<file path="config.mk">
export PLATFORM = sky130hd
export DESIGN_NAME = mini_cpu_datapath_flat
export DESIGN_NICKNAME = d
export VERILOG_FILES = /design/src/rtl/mini_cpu_datapath_if.sv /design/src/rtl/mini_cpu_datapath.sv /design/src/flat_wrapper.sv
export SDC_FILE = /design/constraint.sdc
export NUM_CORES = 1
export LEC_CHECK = 0
export CAP_MARGIN = 20
export CORE_MARGIN = 3
export CORE_UTILIZATION = 57
export CTS_CLUSTER_SIZE = 14
export DETAILED_ROUTE_END_ITERATION = 10
export MAX_ROUTING_LAYER = met4
export PLACE_DENSITY = 0.78
export REMOVE_ABC_BUFFERS = 1
export SKIP_LAST_GASP = 1
export SYNTH_ARGS = -nofsm -noshare
export SYNTH_HDL_FRONTEND = slang
export SYNTH_SLANG_ARGS = --single-unit
</file>
<file path="constraint.sdc">
create_clock -name clk -period 9 [get_ports clk]
set_clock_uncertainty 0.05 [all_clocks]
set_input_delay 1.8 -clock clk [delete_from_list [all_inputs] [get_ports clk]]
set_output_delay 1.8 -clock clk [all_outputs]
set_load 0.01 [all_outputs]
</file>
<file path="src/rtl/mini_cpu_datapath_if.sv">
// Operand/command bus between the mini CPU control FSM (master) and the
// execution datapath (slave).
interface mini_cpu_datapath_if #(
    parameter int unsigned DATA_W = 16,
    parameter int unsigned IMM_W  = 7
);
    logic [2:0]        opcode;
    logic [3:0]        addr1;
    logic [3:0]        addr2;
    logic [3:0]        addr3;
    logic [IMM_W-1:0]  imm;
    logic              enviar;
    logic [DATA_W-1:0] v1;
    logic [DATA_W-1:0] v2;
    logic [DATA_W-1:0] result;
    logic              done;
    logic              ovf;

    modport master (
        output opcode, addr1, addr2, addr3, imm, enviar,
        input  v1, v2, result, done, ovf
    );

    modport slave (
        input  opcode, addr1, addr2, addr3, imm, enviar,
        output v1, v2, result, done, ovf
    );
endinterface

</file>
<file path="src/rtl/mini_cpu_datapath.sv">
// Mini CPU execution datapath: 16 x DATA_W register file and 8-op ALU, committed on
// the rising edge of enviar. Optional signed-overflow flag under DATAPATH_OVF_EN.
module mini_cpu_datapath #(
    parameter int unsigned DATA_W = 16,
    parameter int unsigned IMM_W  = 7
) (
    input logic                 clk,
    input logic                 rst,
    mini_cpu_datapath_if.slave  bus
);
    typedef enum logic [2:0] {
        OpLoad    = 3'b000,
        OpAdd     = 3'b001,
        OpAddi    = 3'b010,
        OpSub     = 3'b011,
        OpSubi    = 3'b100,
        OpMul     = 3'b101,
        OpClear   = 3'b110,
        OpDisplay = 3'b111
    } op_e;

    logic [DATA_W-1:0] regs_q [16];
    logic [DATA_W-1:0] result_q;
    logic              done_q;
    logic              enviar_q;

    logic [DATA_W-1:0] op_a, op_b, mag_ext, immx;
    logic [DATA_W-1:0] sum_ab, sum_ai, dif_ab, dif_ai, mul_lo;
    logic [DATA_W-1:0] res_val;
    logic              wr_en, clr_all, commit;
    op_e               op;

    assign op      = op_e'(bus.opcode);
    assign op_a    = regs_q[bus.addr2];
    assign op_b    = regs_q[bus.addr3];
    assign commit  = bus.enviar & ~enviar_q;
    assign mag_ext = {{(DATA_W-IMM_W+1){1'b0}}, bus.imm[IMM_W-2:0]};
    assign immx    = bus.imm[IMM_W-1] ? -mag_ext : mag_ext;
    assign sum_ab  = op_a + op_b;
    assign sum_ai  = op_a + immx;
    assign dif_ab  = op_a - op_b;
    assign dif_ai  = op_a - immx;

    always_comb begin
        wr_en   = 1'b1;
        clr_all = 1'b0;
        res_val = immx;
        case (op)
            OpLoad:    res_val = immx;
            OpAdd:     res_val = sum_ab;
            OpAddi:    res_val = sum_ai;
            OpSub:     res_val = dif_ab;
            OpSubi:    res_val = dif_ai;
            OpMul:     res_val = mul_lo;
            OpClear: begin
                clr_all = 1'b1;
                wr_en   = 1'b0;
                res_val = '0;
            end
            OpDisplay: begin
                wr_en   = 1'b0;
                res_val = regs_q[bus.addr1];
            end
            default:   res_val = immx;
        endcase
    end

    // enviar_q resets high so a button held through reset release is not an edge.
    always_ff @(posedge clk or posedge rst) begin
        if (rst) begin
            for (int i = 0; i < 16; i++) regs_q[i] <= '0;
            result_q <= '0;
            done_q   <= 1'b0;
            enviar_q <= 1'b1;
        end else begin
            enviar_q <= bus.enviar;
            done_q   <= commit;
            if (commit) begin
                result_q <= res_val;
                if (clr_all) begin
                    for (int i = 0; i < 16; i++) regs_q[i] <= '0;
                end else if (wr_en) begin
                    regs_q[bus.addr1] <= res_val;
                end
            end
        end
    end

`ifdef DATAPATH_OVF_EN
    logic [2*DATA_W-1:0] prod;
    logic [DATA_W:0]     prod_hi;
    logic                ovf_d, ovf_q;

    assign prod    = $signed({{DATA_W{op_a[DATA_W-1]}}, op_a})
                   * $signed({{DATA_W{op_b[DATA_W-1]}}, op_b});
    assign mul_lo  = prod[DATA_W-1:0];
    assign prod_hi = prod[2*DATA_W-1:DATA_W-1];

    // Add overflows when like-signed operands give an unlike-signed sum; subtract when
    // the operands differ in sign and the result sign departs from A.
    always_comb begin
        ovf_d = 1'b0;
        case (op)
            OpAdd:  ovf_d = (op_a[DATA_W-1] == op_b[DATA_W-1])
                          && (sum_ab[DATA_W-1] != op_a[DATA_W-1]);
            OpAddi: ovf_d = (op_a[DATA_W-1] == immx[DATA_W-1])
                          && (sum_ai[DATA_W-1] != op_a[DATA_W-1]);
            OpSub:  ovf_d = (op_a[DATA_W-1] != op_b[DATA_W-1])
                          && (dif_ab[DATA_W-1] != op_a[DATA_W-1]);
            OpSubi: ovf_d = (op_a[DATA_W-1] != immx[DATA_W-1])
                          && (dif_ai[DATA_W-1] != op_a[DATA_W-1]);
            OpMul:  ovf_d = (prod_hi != '0) && (prod_hi != '1);
            default: ovf_d = 1'b0;
        endcase
    end

    always_ff @(posedge clk or posedge rst) begin
        if (rst) begin
            ovf_q <= 1'b0;
        end else if (commit) begin
            ovf_q <= ovf_d;
        end
    end

    assign bus.ovf = ovf_q;
`else
    assign mul_lo  = op_a * op_b;
    assign bus.ovf = 1'b0;
`endif

    assign bus.v1     = op_a;
    assign bus.v2     = op_b;
    assign bus.result = result_q;
    assign bus.done   = done_q;
endmodule

</file>
<file path="src/flat_wrapper.sv">
// flat-port wrapper written by rule: the top's interface ports become plain ports
module mini_cpu_datapath_flat 
#(
    parameter int unsigned DATA_W = 16,
    parameter int unsigned IMM_W  = 7
)
  (clk, rst, bus_opcode, bus_addr1, bus_addr2, bus_addr3, bus_imm, bus_enviar, bus_v1, bus_v2, bus_result, bus_done, bus_ovf);
  mini_cpu_datapath_if #(.DATA_W(DATA_W), .IMM_W(IMM_W)) bus_i ();
  input logic clk;
  input logic rst;
  input wire logic [$bits(bus_i.opcode)-1:0] bus_opcode;
  input wire logic [$bits(bus_i.addr1)-1:0] bus_addr1;
  input wire logic [$bits(bus_i.addr2)-1:0] bus_addr2;
  input wire logic [$bits(bus_i.addr3)-1:0] bus_addr3;
  input wire logic [$bits(bus_i.imm)-1:0] bus_imm;
  input wire logic [$bits(bus_i.enviar)-1:0] bus_enviar;
  output wire logic [$bits(bus_i.v1)-1:0] bus_v1;
  output wire logic [$bits(bus_i.v2)-1:0] bus_v2;
  output wire logic [$bits(bus_i.result)-1:0] bus_result;
  output wire logic [$bits(bus_i.done)-1:0] bus_done;
  output wire logic [$bits(bus_i.ovf)-1:0] bus_ovf;
  assign bus_i.opcode = bus_opcode;
  assign bus_i.addr1 = bus_addr1;
  assign bus_i.addr2 = bus_addr2;
  assign bus_i.addr3 = bus_addr3;
  assign bus_i.imm = bus_imm;
  assign bus_i.enviar = bus_enviar;
  assign bus_v1 = bus_i.v1;
  assign bus_v2 = bus_i.v2;
  assign bus_result = bus_i.result;
  assign bus_done = bus_i.done;
  assign bus_ovf = bus_i.ovf;
  mini_cpu_datapath #(.DATA_W(DATA_W), .IMM_W(IMM_W)) u_core (.clk(clk), .rst(rst), .bus(bus_i));
endmodule
</file>
[Word level (Yosys, flattened, before mapping)]
Index checks and enable logic that the tools add are counted.
W data, S select, Z words.
Word-level totals
  flip-flop bits (word level): 274
  output and inout port bits: 50
Operators by class
  $add $sub $neg: 5
  multiply operators: 1
  $lt $le $gt $ge: 4
  equality and inequality tests: 8
  mux-type cells: 17
  bitwise logic cells: 5
  reductions and logical operators: 4
Operators with widths (count)
  $mux W256: 2
  $bwmux W256: 1
  $bmux W16 S4: 3
  $mux W16: 8
  $pmux W16 S8: 1
  $demux W16 S4: 1
  $add A16 B16 Y16: 2
  $sub A16 B16 Y16: 2
  $mul A16 B16 Y16: 1
  $neg A6 Y16: 1
  $ge A5 B5 Y1 const B: 3
  $not A4 Y5: 3
  $eq A3 B3 Y1 const B: 4
  $eq A3 B2 Y1 const B: 2
  $lt A5 B1 Y1 const B: 1
  $eq A3 B1 Y1 const B: 1
  $logic_not A3 Y1: 1
  $ne A2 B1 Y1 const B: 1
  $reduce_and A2 Y1: 1
  $reduce_or A2 Y1: 1
  $and A1 B1 Y1: 1
  $logic_and A1 B1 Y1: 1
  $mux W1: 1
  $not A1 Y1: 1

[Logic depth before layout (Yosys ltp)]
  depth after elaboration: 9
  depth in mapped cells: 34

[Worst setup path after synthesis]
No wires, ideal clock.
  path kind: input-to-reg
  start: input bus_addr2[0]
  end: register u_core.regs_q[221] (netlist bit)
  arrival time: 8.820 ns
  required time: 8.884 ns
  path slack: 0.063 ns
  cell stages on the path: 28
  path through: buf_6 -> buf_6 -> buf_6 -> buf_4 -> mux4_2 -> mux4_2 -> inv_1 -> nor2_1 -> fa_1 -> inv_1 -> fa_1 -> fa_1 -> fa_1 -> inv_1 -> fa_1 -> inv_1 -> fa_1 -> inv_1 -> ha_1 -> and2_1 -> o21ai_0 -> nand3b_1 -> xnor2_1 -> o21ai_0 -> mux2i_1 -> o21bai_1 -> clkbuf_1 -> a22o_1
On the way
  longest elaborated chain between the ends: 9
  elaborated cells on any way between the ends: 13
RTL lines
  from (decl): RTL line flat_wrapper.sv:13  | input wire logic [$bits(bus_i.addr2)-1:0] bus_addr2;
  $not A4 Y5 (not written as such) (*): RTL line mini_cpu_datapath.sv:34  | assign op_a = regs_q[bus.addr2];
  $bmux W16 S4 (*): RTL line mini_cpu_datapath.sv:34
  $mux W16 (not written as such) (*) (2 in series): RTL line mini_cpu_datapath.sv:34
  named net bus_v1[7]: RTL line flat_wrapper.sv:17  | output wire logic [$bits(bus_i.v1)-1:0] bus_v1;
  $mul A16 B16 Y16 (tied with other cells): RTL line mini_cpu_datapath.sv:127  | assign mul_lo = op_a * op_b;
  $pmux W16 S8 (*): RTL line mini_cpu_datapath.sv:48  | case (op)
  $bwmux W256 (*): RTL line mini_cpu_datapath.sv:83  | regs_q[bus.addr1] <= res_val;
  $mux W256 (*): RTL line mini_cpu_datapath.sv:82  | end else if (wr_en) begin
  $mux W256 (*): RTL line mini_cpu_datapath.sv:80  | if (clr_all) begin
  to (signal, indexed assignment): RTL line mini_cpu_datapath.sv:83
  to (decl): RTL line mini_cpu_datapath.sv:22  | logic [DATA_W-1:0] regs_q [16];
The timed path passes the listed nets; every way through them passes the cells marked *. The select of a mux whose other input is x is not followed.
A chain may end at the register's enable or synchronous reset.

[Final worst setup path]
  start: input bus_addr2[2]
  end: register u_core.result_q[14], in the netlist u_core.bus.result[14]
On the way
  longest elaborated chain between the ends: 6
  elaborated cells on any way between the ends: 10
RTL lines
  $not A4 Y5 (not written as such) (*): RTL line mini_cpu_datapath.sv:34
  $bmux W16 S4 (*): RTL line mini_cpu_datapath.sv:34
  $mux W16 (not written as such) (*) (2 in series): RTL line mini_cpu_datapath.sv:34
  $mul A16 B16 Y16 (tied with other cells): RTL line mini_cpu_datapath.sv:127
  $pmux W16 S8 (*): RTL line mini_cpu_datapath.sv:48
  to (signal assigned): RTL line mini_cpu_datapath.sv:79  | result_q <= res_val;
  to (decl): RTL line mini_cpu_datapath.sv:23  | logic [DATA_W-1:0] result_q;
Every way passes the cells marked *; elsewhere a longest branch is shown, timed or not. The select of a mux whose other input is x is not followed.

==> reports/results.tsv <==
metric	value	unit
share of layout cells above drive strength 1	24.4	%
R2R cell count	25	
RSZ-0062 raised after global routing	no	
initial core utilization	58.6	%
Top FF cell, synth	dfrtp_1	
Async S/R FF share, synth	100	%
CTS clk-pin slew, worst paths	0.06	ns
Period minus WS final	8.77	ns
total placed instance area	0.0245	mm^2
cell row count	71	
Worst Hold Class	reg2reg	
Via density	7.27	
DRT Wirelength	82400	um
first-pass GRT wire length	124000	um
crit path kind	in2reg	
Synth Register Bits	274	
Worst Path Arrival	9.17	ns
DP Wirelength	59200	um
Hold Path Depth	2	
library cells used by synthesis	79	
DRC violations left	0	
final instance area	0.0254	mm^2
Max IR drop VDD	0.000218	V
Fin. Hold Viols	0	
Max Buffers Root-to-Sink	3	
root buf cell	clkbuf_16	
Synth-to-Final Area Change	13.9	%
CTS tree	built	
die area	0.0416	mm^2
routability cong.	1.04	
status	complete, no violations	
CTS sink cnt	274	
Vias	19491	
Avg WL per Cell	30.7	um
buffers added on ports	73	
GRT Total Usage	41.0	%
Post-Layout Cell Count	2681	
Pre-Repair DR Iteration Count	6	
clk_lat worst skew	0.56	ns
mapped cell area	0.0223	mm^2
pins over their slew limit	0	
Final Power	4930	uW
EDFF count, synth	0	
Die Span Y	204	um
placed cell count	2630	
Avg Cell Area, Syn	11.1	um^2
register area share after synthesis	30.7	%
Max H-tree Level	1	
Pwr Density	194	mW/mm^2
Worst Path Max Fanout	17	
worst slew pin tran	1.25	ns
crit start category	input port	
Achievable Freq	114	MHz
I/O pin count	75	
Synth Instances	2016	
critical path data required time	9.39	ns
chip width	204	um
headroom to the max-slew limit	16.0	%
TritonCTS buffer count	27	
CP Capture Type	flip-flop	
Ys Warns	0	
fin crit share	97.5	%
vias in the first global route	19763	
Initial DRC Count	2613	
Remaining Overflow, GRT	0	
Max Cap Viol	0	
nets@finish	2324	
r2r setup slk	1.56	ns
Routed Antenna Nets	0	
Core ar.	0.0381	mm^2
cts hold-fix bufs	0	
P_leak	0.0111	uW
Setup-failing EPs final	0	
largest net degree at the start of global routing	156	
initial antenna violation count	1	
## cells in the mapped netlist, types with 11 or more instances
master    count  share of area, %
a21oi_1      68               1.5
a22o_1      197               7.7
and2_1       11              0.31
buf_1        12              0.20
buf_2        18              0.40
buf_6        12              0.61
clkbuf_1    100               1.7
dfrtp_1     273                31
fa_1         81               7.3
ha_1         67               3.8
inv_1       151               2.5
mux2_2       17              0.86
mux2i_1      23               1.0
mux4_2      215                22
nand2_1     224               3.8
nand2b_1     16              0.45
nand3_1      13              0.29
nor2_1      132               2.2
nor2b_1      16              0.45
nor3_1       22              0.49
o21ai_0      81               1.8
o21ai_1      21              0.47
o31ai_1      30               1.0
xnor2_1      48               1.9
## power by group
group	total [uW]	leakage [uW]	internal [uW]	switching, uW
clock network	1170	0.000444	663	505
registers	1670	0.00372	1440	227
logic	2090	0.00693	959	1130
total	4930	0.0111	3060	1860
## area by class of cell
cell class	count	area, um^2
clock inverters	9	98.8
flip-flops and latches	274	6860
repair buffers	259	2260
well taps	511	639
multi-input cells	1429	14200
inverters	160	608
clock buffers	38	787
fillers	2833	12700
diodes	1	2.50
## worst max-delay path, cell delays in order
cell and delay (ns):
clkdlybuf4s50_1 0.65, buf_6 0.28, mux4_2 0.64, inv_1 0.22, nor2_1 0.09, fa_1 0.57, inv_1 0.07, fa_1 0.54
inv_1 0.05, ha_1 0.19, fa_1 0.46, fa_1 0.55, inv_1 0.06, fa_1 0.48, inv_1 0.05, ha_1 0.28
a21oi_1 0.19, o21ai_0 0.16, a2111oi_1 0.49, buf_4 0.19, nor3_1 0.05, nor3b_1 0.33, buf_4 0.18, o311ai_2 0.13
buf_12 0.19, mux2_2 0.26
## flip-flops by register name, summed over array words and instances, names as in the netlist
signal and flops:
u_core.bus.done 1, u_core.bus.result 16, u_core.regs_q 256, u_core.enviar_q 1
## worst paths after layout
path                                       start               endpoint
setup / recovery                    bus_addr2[2]  u_core.bus.result[14]
hold / removal             u_core.bus.result[12]  u_core.bus.result[12]
setup reg to reg                u_core.regs_q[7]  u_core.bus.result[14]
hold reg to reg            u_core.bus.result[12]  u_core.bus.result[12]
max in group asynchronous                    rst     u_core.regs_q[161]
min in group asynchronous                    rst     u_core.regs_q[134]
## placed cells by master (no fill, tap or decap), drive strengths merged, types with 20 or more instances in the layout
cell | Yosys | layout
nor3 | 23 | 23
a21oi | 68 | 68
ha | 67 | 67
nor2 | 132 | 132
nand2 | 226 | 226
a22o | 197 | 197
mux2 | 20 | 20
fa | 81 | 81
buf | 53 | 193
o21ai | 104 | 104
o31ai | 40 | 40
mux4 | 215 | 215
clkbuf | 100 | 39
clkdlybuf4s50 | 0 | 65
xnor2 | 49 | 49
dfrtp | 273 | 273
mux2i | 23 | 23
inv | 157 | 157
## what timing repair did
item                                    in CTS  in global routing
gates resized for setup                      0                  6
endpoints found under the setup margin       0                 50
setup buffers                                0                  0
## per-stage QoR
| step | worst slack (ns) | hold WS (ns) | util, % | setup TNS (ns) |
|---|---|---|---|---|
| finish | 0.226 | 0.428 | 66.8 | 0 |
| global route | 0.0138 | 0.443 | 66.8 | 0 |
| CTS | 0.0430 | 0.431 | 66.6 | 0 |
| detailed placement | -0.518 | 0.417 | 64.3 | -15.14 |
| global placement | -0.404 | 0.407 | 64.2 | -14.93 |
| floorplan | -0.400 | 0.427 | - | -109.32 |
## layer usage
layer	vias up	track usage [%]	part of all wire [%]
li1	7734	-	-
met4	0	25.1	8.1
met1	9673	48.6	33
met5	-	-	0
met2	1619	61.2	45
met3	465	13.4	13
## kinds of logic after synthesis
family	count (synthesis)	share of synthesized area, %
AO/OA/AOI/OAI	493	17.0
flip-flops	274	30.7
XOR/XNOR	59	2.41
adder cells (fa/ha/maj)	150	11.1
buffers and inverters	313	5.98
other	1	0.0168
multiplexers	258	23.7
AND/OR/NAND/NOR	468	9.06
No activity file was read; power rests on OpenSTA's default activity.
